File: src/rtl/sha3_result_collector.sv
// Result FIFO behind the SHA3 scanner: captures hit pulses (nonce + leading digest words)
// so the register front-end can drain them at its own pace, with saturating hit/drop counters.
module sha3_result_collector #(
  parameter int DEPTH        = 4,
  parameter int DIGEST_WORDS = 4
) (
  input  logic                     clk,
  input  logic                     rstn,
  input  logic                     capture,
  input  logic [31:0]              nonce,
  input  logic [63:0]              hash [25],
  input  logic                     flush,
  input  logic                     rready,
  output logic                     rvalid,
  output logic [31:0]              rnonce,
  output logic [63:0]              rdigest [DIGEST_WORDS],
  output logic [$clog2(DEPTH):0]   level,
  output logic                     full,
  output logic [31:0]              found_count,
  output logic [15:0]              dropped_count
);

  localparam int AW = $clog2(DEPTH);
  localparam int LW = AW + 1;

  logic [AW-1:0] wr_ptr_q, wr_ptr_d;
  logic [AW-1:0] rd_ptr_q, rd_ptr_d;
  logic [LW-1:0] level_q, level_d;
  logic [31:0]   found_q, found_d;
  logic [15:0]   dropped_q, dropped_d;
  logic [31:0]   mem_nonce_q [DEPTH];
  logic [31:0]   mem_nonce_d [DEPTH];
  logic [63:0]   mem_dig_q [DEPTH][DIGEST_WORDS];
  logic [63:0]   mem_dig_d [DEPTH][DIGEST_WORDS];

  logic is_full, is_empty, pop, push, drop;
  logic unused_hash;

  assign is_full  = (level_q == LW'(DEPTH));
  assign is_empty = (level_q == '0);
  assign pop      = !is_empty && rready;
  assign push     = capture && (!is_full || pop);
  assign drop     = capture && is_full && !pop;

  always_comb begin
    unused_hash = 1'b0;
    for (int w = DIGEST_WORDS; w < 25; w++) unused_hash = unused_hash ^ (^hash[w]);
  end

  // Flush overrides any coincident push, pop or drop.
  always_comb begin
    wr_ptr_d    = wr_ptr_q;
    rd_ptr_d    = rd_ptr_q;
    level_d     = level_q;
    found_d     = found_q;
    dropped_d   = dropped_q;
    mem_nonce_d = mem_nonce_q;
    mem_dig_d   = mem_dig_q;
    if (flush) begin
      wr_ptr_d  = '0;
      rd_ptr_d  = '0;
      level_d   = '0;
      found_d   = '0;
      dropped_d = '0;
    end else begin
      if (push) begin
        mem_nonce_d[wr_ptr_q] = nonce;
        for (int w = 0; w < DIGEST_WORDS; w++) mem_dig_d[wr_ptr_q][w] = hash[w];
        wr_ptr_d = wr_ptr_q + AW'(1);
        if (found_q != '1) found_d = found_q + 32'd1;
      end
      if (pop) rd_ptr_d = rd_ptr_q + AW'(1);
      if (drop && dropped_q != '1) dropped_d = dropped_q + 16'd1;
      if (push && !pop)      level_d = level_q + LW'(1);
      else if (pop && !push) level_d = level_q - LW'(1);
    end
  end

  always_ff @(posedge clk) begin
    if (!rstn) begin
      wr_ptr_q  <= '0;
      rd_ptr_q  <= '0;
      level_q   <= '0;
      found_q   <= '0;
      dropped_q <= '0;
    end else begin
      wr_ptr_q  <= wr_ptr_d;
      rd_ptr_q  <= rd_ptr_d;
      level_q   <= level_d;
      found_q   <= found_d;
      dropped_q <= dropped_d;
    end
  end

  always_ff @(posedge clk) begin
    mem_nonce_q <= mem_nonce_d;
    mem_dig_q   <= mem_dig_d;
  end

  // Head data is masked while empty so uninitialised storage never shows as X.
  always_comb begin
    rnonce = is_empty ? 32'd0 : mem_nonce_q[rd_ptr_q];
    for (int w = 0; w < DIGEST_WORDS; w++)
      rdigest[w] = is_empty ? 64'd0 : mem_dig_q[rd_ptr_q][w];
  end

  assign rvalid        = !is_empty;
  assign level         = level_q;
  assign full          = is_full;
  assign found_count   = found_q;
  assign dropped_count = dropped_q;

endmodule

File: config.mk
export PLATFORM = sky130hd
export DESIGN_NAME = sha3_result_collector
export DESIGN_NICKNAME = d
export VERILOG_FILES = /design/src/rtl/sha3_result_collector.sv
export SDC_FILE = /design/constraint.sdc
export NUM_CORES = 1
export LEC_CHECK = 0
export BUFFER_PORTS_ARGS = -buffer_cell sky130_fd_sc_hd__buf_2
export CAP_MARGIN = 20
export CORE_AREA = 3 3 773 775
export CTS_CLUSTER_DIAMETER = 30
export DETAILED_ROUTE_END_ITERATION = 8
export DIE_AREA = 0 0 776 778
export PLACE_DENSITY_LB_ADDON = 0.05
export SLEW_MARGIN = 20
export SYNTH_ARGS = -nofsm -noshare
export SYNTH_HDL_FRONTEND = slang
export SYNTH_SLANG_ARGS = --single-unit
File: constraint.sdc
create_clock -name clk -period 33.1 [get_ports clk]
set_input_delay 6.62 -clock clk [delete_from_list [all_inputs] [get_ports clk]]
set_output_delay 6.62 -clock clk [all_outputs]
set_load 0.03 [all_outputs]
==> reports/summary.md <==
- setup repair after global routing missed its margin: no
- share of the cycle needed by the critical path after routing: 36.38%
- sequential cell area in the final layout: 0.03570 mm^2
- average cell area after synthesis: 19.57 um^2
- most common flop cell mapped by yosys: sky130_fd_sc_hd__edfxtp_1
- grt ovf: 0
- clk sinks: 1,207
- arrival time worst endpoint: 5.42 ns
- Port-buffer cells: 633
- final core area utilization: 12.97%
- post-synthesis xor/xnor area fraction: 0.6588%
- area of the placeable core: 0.5903 mm^2
- cells along the critical path: or3_4, buf_4, buf_4, buf_4, buf_4, and2_1, buf_2
- area added between synthesis and finish: 59.91%
- worst r2r path cells: 6
- type of the worst setup path: reg -> out
- Buf/Inv on CP: 5
- number of max-cap violations: 0
- sort of element at the end of the critical path: output port
- share of the yosys chip area belonging to registers: 74.58%
- global-route wire length before repair: 339,400 um
- Final min period: 12.04 ns
- number of standard-cell rows in the floorplan: 282
- reg-to-reg setup timing slack: 28.54 ns
- Worst Min Path Start: dropped_count[1]$_SDFFE_PP0P_
- count of final hold-check violations: 0
- CTS Buffer Depth: 4
- Netlist cell types: 47
- antenna violations before repair: 191
- number of optimization iterations in the first detailed-route pass: 5
- share of cells above drive strength 1: 41.19%
- level count of the clock H-tree: 6
- clock-pin slew on the worst setup and hold paths: 0.03 ns
- GRT Util Overall: 8.499%
- starting density of the core: 8.108%
- Worst-Skew Late Latency: 0.95 ns
- post-synthesis net count: 4,091
- status: complete, no violations
- PD cells: 82.63 mW/mm^2
- area occupied by multi-input gates: 0.01168 mm^2
- required time worst endpoint: 26.48 ns
- Hold Crit Endpoint: dropped_count[1]$_SDFFE_PP0P_
- height of the chip: 778 um
- share of the synthesized area in the top cell type: 72.27%
- clock buffer count from CTS: 519
- compound-gate portion of the synthesized area: 0.6169%
- horizontal die dimension: 776 um
- worst IR drop on VDD: 52.66 uV
- DR iter-0 viols: 1,135
- transition time of the tightest slew-check pin: 1.348 ns
- Post-CTS Setup Repair Bufs: 0
- combinational family with the most area after synthesis: multiplexers
- number of synthesized register bits: 1,207
- area post-placement: 0.06085 mm^2
- final count of pins violating max slew: 0
- area share of fa/ha/maj cells after synthesis: 0.2248%
- total standard cell area after synthesis: 0.04786 mm^2
- critical-path maximum fanout: 87
- leak pwr: 25.38 nW
- TritonCTS clock tree: done
- worst hold path cell count: 2
- async set or reset register ratio after synthesis: 0%
- area of all placed cells without fillers: 0.07654 mm^2
- fraction of the mapped netlist area in simple logic gates: 9.134%
- total number of nets in the final design: 5,166
- number of remaining DRC errors: 0
- largest net degree at the start of global routing: 97
- cell type group with the largest total delay on the critical path: buffers and inverters
- vias per inst: 2.450
- setup TNS: 0 ns
- post-CTS resize count: 0
- Layout Skew: 0.05499 ns
- Hold-fix buffers, CTS: 0
- timing-limited maximum frequency: 83.04 MHz
- main area contributors after synthesis: sky130_fd_sc_hd__edfxtp_1 (72%), sky130_fd_sc_hd__mux4_2 (14%), sky130_fd_sc_hd__and2_1 (7.1%)
- number of endpoints failing setup at the final stage: 0
- per-cell routed wire length: 22.33 um
- area enclosed by the die boundary: 0.6037 mm^2
- remaining number of nets flagged by the antenna check after routing: 0
- Final GP Congestion: 0.6337
- worst flop-to-flop path startpoint: level[0]$_SDFFE_PP0P_
- number of I/O pins: 1,978
- class of the tightest hold or removal check: reg -> reg
- CTS Root Buffer Type: sky130_fd_sc_hd__clkbuf_16
- Worst R2R End: mem_dig_q[875]$_DFFE_PP_
- Relative slew margins: 10.13%
- DR vias: 28,940
- portion of netlist area occupied by mux cells: 13.59%
- Synth area leader: sky130_fd_sc_hd__edfxtp_1
- total wire length after detailed routing: 263,700 um
- post-detailed-placement half-perimeter wirelength: 178,600 um
- kind of launch point of the worst setup path: flop
- CP most frequent cell: sky130_fd_sc_hd__buf_4
- number of flops mapped to enable cells by yosys: 1,152
- post-synthesis cell count: 2,446
- delay of the slowest cell on the worst path: 0.67 ns
- Filler Cell Count: 65,830
- Yosys Warn Count: 0
- via count of the first global-routing pass: 32,190
- slowest stage cell on the critical path: sky130_fd_sc_hd__buf_4
[synth_stat cells, types with 2 or more instances]
cell type and count:
sky130_fd_sc_hd__a211oi_1 2, sky130_fd_sc_hd__inv_1 3, sky130_fd_sc_hd__ha_1 7, sky130_fd_sc_hd__dfxtp_1 55, sky130_fd_sc_hd__and4_1 5, sky130_fd_sc_hd__a21oi_1 21
sky130_fd_sc_hd__edfxtp_1 1152, sky130_fd_sc_hd__buf_1 29, sky130_fd_sc_hd__nor3b_1 6, sky130_fd_sc_hd__xor2_1 10, sky130_fd_sc_hd__buf_2 20, sky130_fd_sc_hd__mux4_2 288
sky130_fd_sc_hd__nor3_1 10, sky130_fd_sc_hd__o21ai_1 6, sky130_fd_sc_hd__buf_4 2, sky130_fd_sc_hd__inv_2 2, sky130_fd_sc_hd__o211ai_1 2, sky130_fd_sc_hd__nor4_1 10
sky130_fd_sc_hd__nand4_1 20, sky130_fd_sc_hd__o21ai_0 7, sky130_fd_sc_hd__o31ai_1 5, sky130_fd_sc_hd__nand2_1 25, sky130_fd_sc_hd__nor4_2 3, sky130_fd_sc_hd__or2_2 2
sky130_fd_sc_hd__nor2_1 39, sky130_fd_sc_hd__clkbuf_1 88, sky130_fd_sc_hd__nor4b_1 3, sky130_fd_sc_hd__or3_1 11, sky130_fd_sc_hd__mux2i_1 2, sky130_fd_sc_hd__xnor2_1 26
sky130_fd_sc_hd__and3_1 5, sky130_fd_sc_hd__and2_1 547, sky130_fd_sc_hd__or4_1 8, sky130_fd_sc_hd__nand3_1 12
[per-stage QoR]
step | std cells | hold WS (ns) | power (mW) | setup WS, ns
2_1_floorplan | 2446 | 0.4692 | 1.974 | 3.816
3_3_place_gp | 10810 | 0.5172 | 2.224 | 21.54
3_5_place_dp | 10810 | 0.5098 | 2.218 | 21.61
4_1_cts | 11720 | 0.5230 | 6.515 | 20.47
5_1_grt | 11780 | 0.5374 | 6.620 | 20.42
6_report | 11810 | 0.5330 | 6.324 | 21.06
[metal layers]
layer  GRT usage (%)  part of all wire, %  up-vias
met5               0                 0.35        -
met1           9.039                   37    14650
met2           14.61                   50     1225
met3           4.135                  9.4      761
met4           2.955                  3.0      136
li1                -                    -    12160
[power breakdown]
group | total, mW | switching, mW | internal [mW]
registers | 1.72 | 0.00885 | 1.71
clock network | 4.17 | 1.29 | 2.87
logic | 0.439 | 0.325 | 0.114
total | 6.32 | 1.63 | 4.70
[how the worst max path moves through the flow]
stage,start,end,slack [ns],depth (start not counted)
after CTS,level[0]$_SDFFE_PP0P_,rdigest[234],20.47,7
after floorplan,rready,mem_dig_q[1000]$_DFFE_PP_,3.82,5
final,level[1]$_SDFFE_PP0P_,rdigest[125],21.06,7
after global routing,level[0]$_SDFFE_PP0P_,rdigest[125],20.42,7
after global placement,level[0]$_SDFFE_PP0P_,rdigest[234],21.54,7
after detailed placement,level[0]$_SDFFE_PP0P_,rdigest[234],21.61,7
[final cells by class]
| class | instances | area share (%) |
|---|---|---|
| flip-flops and latches | 1207 | 46.65 |
| clock buffers | 681 | 17.99 |
| multi-input cells | 1095 | 15.26 |
| well taps | 7810 | 12.77 |
| repair buffers | 693 | 4.809 |
| clock inverters | 233 | 2.225 |
| diodes | 87 | 0.2844 |
| inverters | 5 | 0.02452 |
[kinds of logic (layout without fill, tap and decap cells)]
logic type	count (synthesis)	in the layout
other cells	0	87
xor+xnor	36	36
mux	290	290
buf+inv	144	1612
compound gates	47	47
simple gates	714	714
fa+ha+maj	8	8
flops	1207	1207
[layout by cell type (no fill, tap or decap), types with 15 or more instances in the layout]
cell type and n:
sky130_fd_sc_hd__mux4_2 288, sky130_fd_sc_hd__clkinv_1 157, sky130_fd_sc_hd__buf_4 55, sky130_fd_sc_hd__nor2_1 39, sky130_fd_sc_hd__nand4_1 20, sky130_fd_sc_hd__diode_2 87
sky130_fd_sc_hd__a21oi_1 21, sky130_fd_sc_hd__edfxtp_1 1152, sky130_fd_sc_hd__and2_1 547, sky130_fd_sc_hd__buf_2 633, sky130_fd_sc_hd__clkinv_8 15, sky130_fd_sc_hd__xnor2_1 26
sky130_fd_sc_hd__dfxtp_1 53, sky130_fd_sc_hd__clkinv_2 29, sky130_fd_sc_hd__clkbuf_16 527, sky130_fd_sc_hd__nand2_1 25, sky130_fd_sc_hd__clkbuf_1 154
[state kept, by name (all words and copies together), names as in the netlist]
signal,flops
mem_dig_q,1024
mem_nonce_q,128
found_count,32
dropped_count,16
level,3
rd_ptr_q,2
wr_ptr_q,2
[tightest hold or removal path: cells and delay by family (launching register included)]
family          cells  cell delay (ns)
flops               1             0.33
compound gates      2             0.15
Power figures use the tool's default switching activity.
